==> src/rtl/req_capture.sv <==
// Request conditioning ahead of the 4-bit priority encoder.
// Each line is synchronised, debounced, edge-detected and latched as a sticky pending bit.

module req_line #(
    parameter int DB_CYCLES = 4
) (
    input  logic clk,
    input  logic reset_n,
    input  logic req,
    input  logic clr_hit,
    output logic pending,
    output logic overflow
);
    localparam logic [7:0] CNT_MAX = 8'(DB_CYCLES - 1);

    logic       s1, s2;
    logic       st;
    logic [7:0] cnt;
    logic       rise;

    always_ff @(posedge clk or negedge reset_n) begin
        if (!reset_n) begin
            s1 <= 1'b0;
            s2 <= 1'b0;
        end else begin
            s1 <= req;
            s2 <= s1;
        end
    end

    // rise is raised on the same edge st flips 0->1, so it is a registered one-cycle flag
    always_ff @(posedge clk or negedge reset_n) begin
        if (!reset_n) begin
            st   <= 1'b0;
            cnt  <= '0;
            rise <= 1'b0;
        end else begin
            rise <= 1'b0;
            if (s2 == st) begin
                cnt <= '0;
            end else if (cnt == CNT_MAX) begin
                st   <= s2;
                cnt  <= '0;
                rise <= s2;
            end else begin
                cnt <= cnt + 8'd1;
            end
        end
    end

    // A rise colliding with a clear keeps the new event pending but drops overflow,
    // since the older event is the one being serviced.
    always_ff @(posedge clk or negedge reset_n) begin
        if (!reset_n) begin
            pending  <= 1'b0;
            overflow <= 1'b0;
        end else begin
            if (rise)
                pending <= 1'b1;
            else if (clr_hit)
                pending <= 1'b0;

            if (rise && pending && !clr_hit)
                overflow <= 1'b1;
            else if (clr_hit)
                overflow <= 1'b0;
        end
    end
endmodule

module req_capture #(
    parameter int DB_CYCLES = 4
) (
    input  logic       clk,
    input  logic       reset_n,
    input  logic [3:0] req_in,
    input  logic       clr,
    input  logic [1:0] clr_idx,
    output logic [3:0] pending,
    output logic       any,
    output logic [3:0] overflow
);
    localparam int NUM_LANES = 4;

    logic [NUM_LANES-1:0] clr_dec;

    always_comb begin
        clr_dec = '0;
        if (clr)
            clr_dec[clr_idx] = 1'b1;
    end

    for (genvar i = 0; i < NUM_LANES; i++) begin : g_line
        req_line #(
            .DB_CYCLES(DB_CYCLES)
        ) u_line (
            .clk     (clk),
            .reset_n (reset_n),
            .req     (req_in[i]),
            .clr_hit (clr_dec[i]),
            .pending (pending[i]),
            .overflow(overflow[i])
        );
    end

    assign any = |pending;
endmodule

==> config.mk <==
export PLATFORM = sky130hd
export DESIGN_NAME = req_capture
export DESIGN_NICKNAME = d
export VERILOG_FILES = /design/src/rtl/req_capture.sv
export SDC_FILE = /design/constraint.sdc
export NUM_CORES = 1
export LEC_CHECK = 0
export ABC_AREA = 1
export BUFFER_PORTS_ARGS = -buffer_cell sky130_fd_sc_hd__buf_2
export CAP_MARGIN = 0
export CORE_MARGIN = 5
export CORE_UTILIZATION = 50
export CTS_CLUSTER_DIAMETER = 30
export CTS_CLUSTER_SIZE = 28
export DETAILED_ROUTE_END_ITERATION = 10
export PLACE_DENSITY = 0.71
export SYNTH_ARGS = -nofsm -noshare
export SYNTH_HDL_FRONTEND = slang
export SYNTH_SLANG_ARGS = --single-unit
==> constraint.sdc <==
create_clock -name clk -period 1.15 [get_ports clk]
set_clock_uncertainty 0.15 [all_clocks]
set_input_delay 0.0575 -clock clk [delete_from_list [all_inputs] [get_ports clk]]
set_output_delay 0.0575 -clock clk [all_outputs]
set_load 0.02 [all_outputs]
==> results.cfg, run 1 <==
[global_routing]
grt_overflow_total = 0
grt_start_max_net_pins = 57
grt_pass1_vias = 1901
antenna_found_initial = 0
track_usage = 0.155
grt_pass1_wl_mm = 7.89

[setup_path]
r2r_cells = 6
required_ps = 1190
r2r_slack_ps = -150
crit_path_start_kind = flip-flop
arrival_ps = 1330
path_cells = ha_4, inv_2, nor3_4, nand2_2, nand2_1, o21ai_1
path_delay_family = flip-flops
cp_slowest_cell = dfrtp_1
path_depth = 6
end_kind = flip-flop
setup.worst_path.class = reg -> reg
crit_buf_inv = 1
critical_path.max_stage_delay_ps = 410
cp_max_fo = 4

[yosys]
netlist_instances = 304
synth_area_um2 = 2550
ys_ff_latch = 56
synthDistinctLibCells = 16
synth_area_per_cell_um2 = 8.40
syn-num-nets = 317
yosys_warnings = 0
ys_seq_area_frac = 0.549

[sta]
setup-violations-final = 36
rsz0062_at_grt = true
min_period_over_period = 1.13
setup_tns_ps = -1860
setup_ws_ps = -149
drv_slew = 0
min_period_ps = 1300
tightest_slew_ps = 295
hold_violations = 0
max_freq_mhz = 770
slew_headroom = 0.803

[die]
die_x_um = 81.5
coreArea_um2 = 5040
row_count = 26
die_h_um = 81.5
start_util = 0.506
num_io_pins = 18
die-area_um2 = 6630

[drt]
drt-pass1-iter-count = 5
via_count = 1934
drt_iter0_drc = 40
drt_wl_total_mm = 4.76
avgRoutedWirePerCell_um = 11.2
drc_errors = 0
ant_nets = 0
avgViaCountPerCell = 4.54

[finish]
drive_gt1_frac = 0.346
regArea_um2 = 1410
finish.utilization = 0.658
fill_cells = 405
multi_input_area_um2 = 1130
area_delta_synth_final_pct = 30.0
nets = 368
num_antenna_cells = 0
finalInstanceArea_um2 = 3320

[placed_design]
placed_area_um2 = 2860
hpwl_mm = 3.07
port_buffers = 17
place_congestion = 0.816

[clocking]
clkSinkCount = 56
clk_transition_reported_paths_ps = 90
root_buffer = clkbuf_8
cts.path.max_buffers = 2
clock_latency_ps = 310
cts_tree = done
cts_made_buffers = 5
cts_max_level = 2

[power_and_ir_drop]
ir_drop_uv = 977
p_total_w = 0.00595
total_leakage_power_nw = 1.59
powerDensity_nw_per_um2 = 1800

[flow_run]
cap_violations = 0

[hold_path]
hp-class = in -> async

[status]
violations = setup timing
status = finished, violations left
## where the power goes
group | leakage [nW] | switching, W | total [W] | internal, W
clock | 0.0552 | 0.000608 | 0.00125 | 0.000647
sequential | 0.738 | 0.000351 | 0.00266 | 0.00231
combinational | 0.800 | 0.00110 | 0.00204 | 0.000935
total | 1.59 | 0.00206 | 0.00595 | 0.00389
## final cells by class
| type | instances | share of cell area |
|---|---|---|
| flip-flops and latches | 56 | 0.424 |
| multi-input cells | 194 | 0.341 |
| repair buffers | 52 | 0.124 |
| inverters | 46 | 0.0521 |
| well taps | 70 | 0.0264 |
| clock buffers | 6 | 0.0219 |
| clock inverters | 2 | 0.0106 |
## synthesized netlist by cell type
| cell | number | share of area |
|---|---|---|
| buf_4 | 8 | 0.024 |
| nor2_4 | 1 | 0.0044 |
| ha_1 | 4 | 0.020 |
| o21bai_1 | 1 | 0.0029 |
| nor2_1 | 40 | 0.059 |
| dfrtp_1 | 56 | 0.55 |
| a21oi_1 | 5 | 0.0098 |
| nand3_1 | 17 | 0.033 |
| inv_1 | 46 | 0.068 |
| o21ai_0 | 11 | 0.022 |
| xor2_1 | 8 | 0.027 |
| nand2_2 | 3 | 0.0074 |
| nor3_1 | 8 | 0.016 |
| nor2_2 | 8 | 0.020 |
| nand2_1 | 83 | 0.12 |
| xnor2_1 | 5 | 0.017 |
## worst min-delay path: cells and delay by family
family,cells,cell delay [ps]
buffers and inverters,3,900
## worst paths after layout
| check | end | from |
|---|---|---|
| setup / recovery | g_line[1].u_line.st | g_line[1].u_line.cnt[1] |
| min in group clk | g_line[3].u_line.s2 | g_line[3].u_line.s1 |
| max in group asynchronous | g_line[1].u_line.cnt[2] | reset_n |
| hold / removal | g_line[1].u_line.overflow | reset_n |
| hold reg to reg | g_line[3].u_line.s2 | g_line[3].u_line.s1 |
| setup reg to reg | g_line[1].u_line.st | g_line[1].u_line.cnt[1] |
## stage by stage
| stage | std cells | hold WS (ps) | worst slack (ps) |
|---|---|---|---|
| 5_1_grt | 426 | 146 | -192 |
| 3_5_place_dp | 406 | -73.9 | -145 |
| 2_1_floorplan | 304 | -388 | -64.6 |
| 3_3_place_gp | 406 | -71.3 | -71.3 |
| 6_report | 426 | 107 | -149 |
| 4_1_cts | 427 | 132 | -138 |
## sequential cells by signal, indices dropped and copies added (netlist names)
signal,count
g_line.u_line.cnt,32
g_line.u_line.overflow,4
g_line.u_line.st,4
g_line.u_line.rise,4
g_line.u_line.s1,4
g_line.u_line.pending,4
g_line.u_line.s2,4
## routing by layer
layer / track usage / wire length, µm / up-vias / share of wire
li1: - / - / 1012 / -
met1: 0.182 / 2130 / 884 / 0.45
met2: 0.277 / 2380 / 28 / 0.50
met3: 0.0362 / 170 / 10 / 0.036
met4: 0.0507 / 83 / 0 / 0.017
met5: 0 / 0 / - / 0
## cells in the final DEF, fill, tap and decap left out, drive strengths merged
cell | netlist | final
nand2 | 86 | 86
dfrtp | 56 | 56
nor3 | 8 | 8
clkinv | 0 | 1
a21oi | 5 | 5
o21ai | 11 | 11
o21bai | 1 | 1
xor2 | 8 | 8
dlygate4sd3 | 0 | 8
xnor2 | 5 | 5
nand3 | 17 | 17
clkbuf | 0 | 6
ha | 4 | 4
inv | 46 | 46
bufinv | 0 | 1
nor2 | 49 | 49
buf | 8 | 44
## cells by family (layout without fill, tap and decap cells)
logic type | Yosys count | in the layout | share of synthesized area
simple gates | 160 | 160 | 0.261
fa+ha+maj | 4 | 4 | 0.0196
compound gates | 17 | 17 | 0.0343
flops | 56 | 56 | 0.549
xor+xnor | 13 | 13 | 0.0446
buf+inv | 54 | 106 | 0.0912
## timing repair
action,in CTS,in global routing
pin swaps,18,20
endpoints found under the hold margin,68,0
gates cloned,0,0
hold buffers,8,0
setup endpoints to repair,30,43
resized for setup,33,46
buffers inserted,5,2
(Power assumes the default switching activity.)
==> inputs of run 2 (changes only) <==
--- a/config.mk
+++ b/config.mk
@@ -10,3 +10,2 @@
 export CAP_MARGIN = 0
-export CORE_MARGIN = 5
 export CORE_UTILIZATION = 50
==> constraint.sdc (replaced) <==
create_clock -name clk -period 1.1 [get_ports clk]
set_clock_uncertainty 0.15 [all_clocks]
set_input_delay 0.055 -clock clk [delete_from_list [all_inputs] [get_ports clk]]
set_output_delay 0.055 -clock clk [all_outputs]
set_load 0.01 [all_outputs]
==> run 2 against run 1 <==
Net effect:
- maximum frequency up 1.7%
- routed wire length up 6.5%
- combinational power is 9.8% higher
- the flow still finishes with violations (setup timing)
- cell count increased by 2.6%
- global-route usage increased by 4.8 points
- sequential share of layout area is 2.5 points lower
- setup slack got worse by 28 ps
- cell area up 6.1%
- total power is 10% higher
- die area is 19% lower
- non-clock buffer count increased by 15
==> results.cfg, run 2 (synthesis results as in run 1) <==
[power_and_ir_drop]
powerDensity_nw_per_um2 = 1870
ir_drop_uv = 1120
total_leakage_power_nw = 1.70

[finish]
stdcell_count = 437
nets = 383
finish.utilization = 0.731
drive_gt1_frac = 0.381
largest_reg_flops = 32
fill_cells = 368
max_flop_register = g_line.u_line.cnt
layout_commonest_cell = nand2_1
mostFrequentLayoutCells = nand2_1, dfrtp_1, buf_4
finalInstanceArea_um2 = 3520
area_delta_synth_final_pct = 37.9
num_antenna_cells = 0

[setup_path]
crit_path_start_kind = flip-flop
cp_max_fo = 4
end_kind = flip-flop
arrival_ps = 1330
setup.worst_path.class = reg -> reg
r2r_slack_ps = -180
required_ps = 1150
r2r_cells = 6
r2r-end = g_line[2].u_line.cnt[2]
r2r-start = g_line[2].u_line.cnt[1]

[flow_run]
cap_violations = 0

[die]
die_x_um = 73.5
die_h_um = 73.5
coreArea_um2 = 4820
row_count = 25
start_util = 0.530
die-area_um2 = 5390
num_io_pins = 18

[status]
violations = setup timing
status = finished, violations left

[clocking]
cts_tree = done
root_buffer = clkbuf_8
clock_latency_ps = 310
clk_transition_reported_paths_ps = 90
cts_max_level = 2
cts_made_buffers = 5
cts.path.max_buffers = 2
clkSinkCount = 56

[sta]
drv_slew = 0
hold_violations = 0
setup_ws_ps = -177
setup-violations-final = 41
min_period_ps = 1280
min_period_over_period = 1.16
tightest_slew_ps = 287
slew_headroom = 0.809
max_freq_mhz = 783
rsz0062_at_grt = true

[placed_design]
placed_area_um2 = 2950
port_buffers = 17
place_congestion = 0.786
hpwl_mm = 3.13
dp_cells = 416

[global_routing]
grt_overflow_total = 0
antenna_found_initial = 0
grt_start_max_net_pins = 57
grt_pass1_vias = 2005
grt_pass1_wl_mm = 8.15
track_usage = 0.202

[hold_path]
hp-class = in -> async

[drt]
via_count = 2066
ant_nets = 0
drt-pass1-iter-count = 4
avgRoutedWirePerCell_um = 11.6
drc_errors = 0
drt_iter0_drc = 69
drt_wl_total_mm = 5.07
avgViaCountPerCell = 4.73
## run 2: area by class of cell
type / count / area, µm² / area share
Clock buffer: 5 / 68.8 / 0.0195
Sequential cell: 56 / 1410 / 0.399
Tap cell: 67 / 83.8 / 0.0238
Multi-Input combinational cell: 194 / 1200 / 0.340
Inverter: 46 / 173 / 0.0490
Clock inverter: 2 / 60.1 / 0.0171
Timing Repair Buffer: 67 / 532 / 0.151
## run 2: how the worst max path moves through the flow
stage	start	endpoint	depth (start not counted)
2_1_floorplan	g_line[0].u_line.cnt[0]	g_line[0].u_line.cnt[2]	6
3_3_place_gp	g_line[1].u_line.cnt[1]	g_line[1].u_line.cnt[2]	6
3_5_place_dp	g_line[2].u_line.cnt[0]	g_line[2].u_line.st	6
4_1_cts	g_line[0].u_line.cnt[0]	g_line[0].u_line.cnt[0]	6
5_1_grt	g_line[2].u_line.cnt[1]	g_line[2].u_line.cnt[2]	6
6_report	g_line[2].u_line.cnt[1]	g_line[2].u_line.cnt[2]	6
## run 2: power by group
part | total, W | switching, W | internal, W
registers | 0.00279 | 0.000376 | 0.00241
clock network | 0.00154 | 0.000646 | 0.000896
logic | 0.00224 | 0.00115 | 0.00109
total | 0.00657 | 0.00217 | 0.00440
## run 2: per-layer routing
layer	vias up	track usage	wire, µm
li1	1041	-	-
met1	986	0.228	2120
met2	28	0.373	2710
met3	11	0.0412	123
met4	0	0.0769	116
met5	-	0	0
## run 2: metrics by stage
stage	setup WS, ps	TNS, ps	hold WS (ps)	total power, W
6_report	-177	-4090	123	0.00657
5_1_grt	-279	-7230	154	0.00698
4_1_cts	-166	-3760	130	0.00621
3_5_place_dp	-204	-3400	-73.3	0.00429
3_3_place_gp	-124	-2220	-73.6	0.00421
2_1_floorplan	-115	-1950	-391	0.00367
## run 2: what timing repair did
item                                    in CTS  in global routing
pin swaps                                   13                 29
cloned                                       0                  0
resized for setup                           37                 55
endpoints found under the setup margin      41                 47
buffers inserted                             5                  3
endpoints found under the hold margin       68                  0
hold buffers                                 8                  0
## run 2: worst max-delay path: stages, from the launching register on
cell and delay [ps]:
dfrtp_1 410, ha_4 180, inv_2 50, nor3_4 120, nand2_2 110, nand2_2 100, nor2_1 50
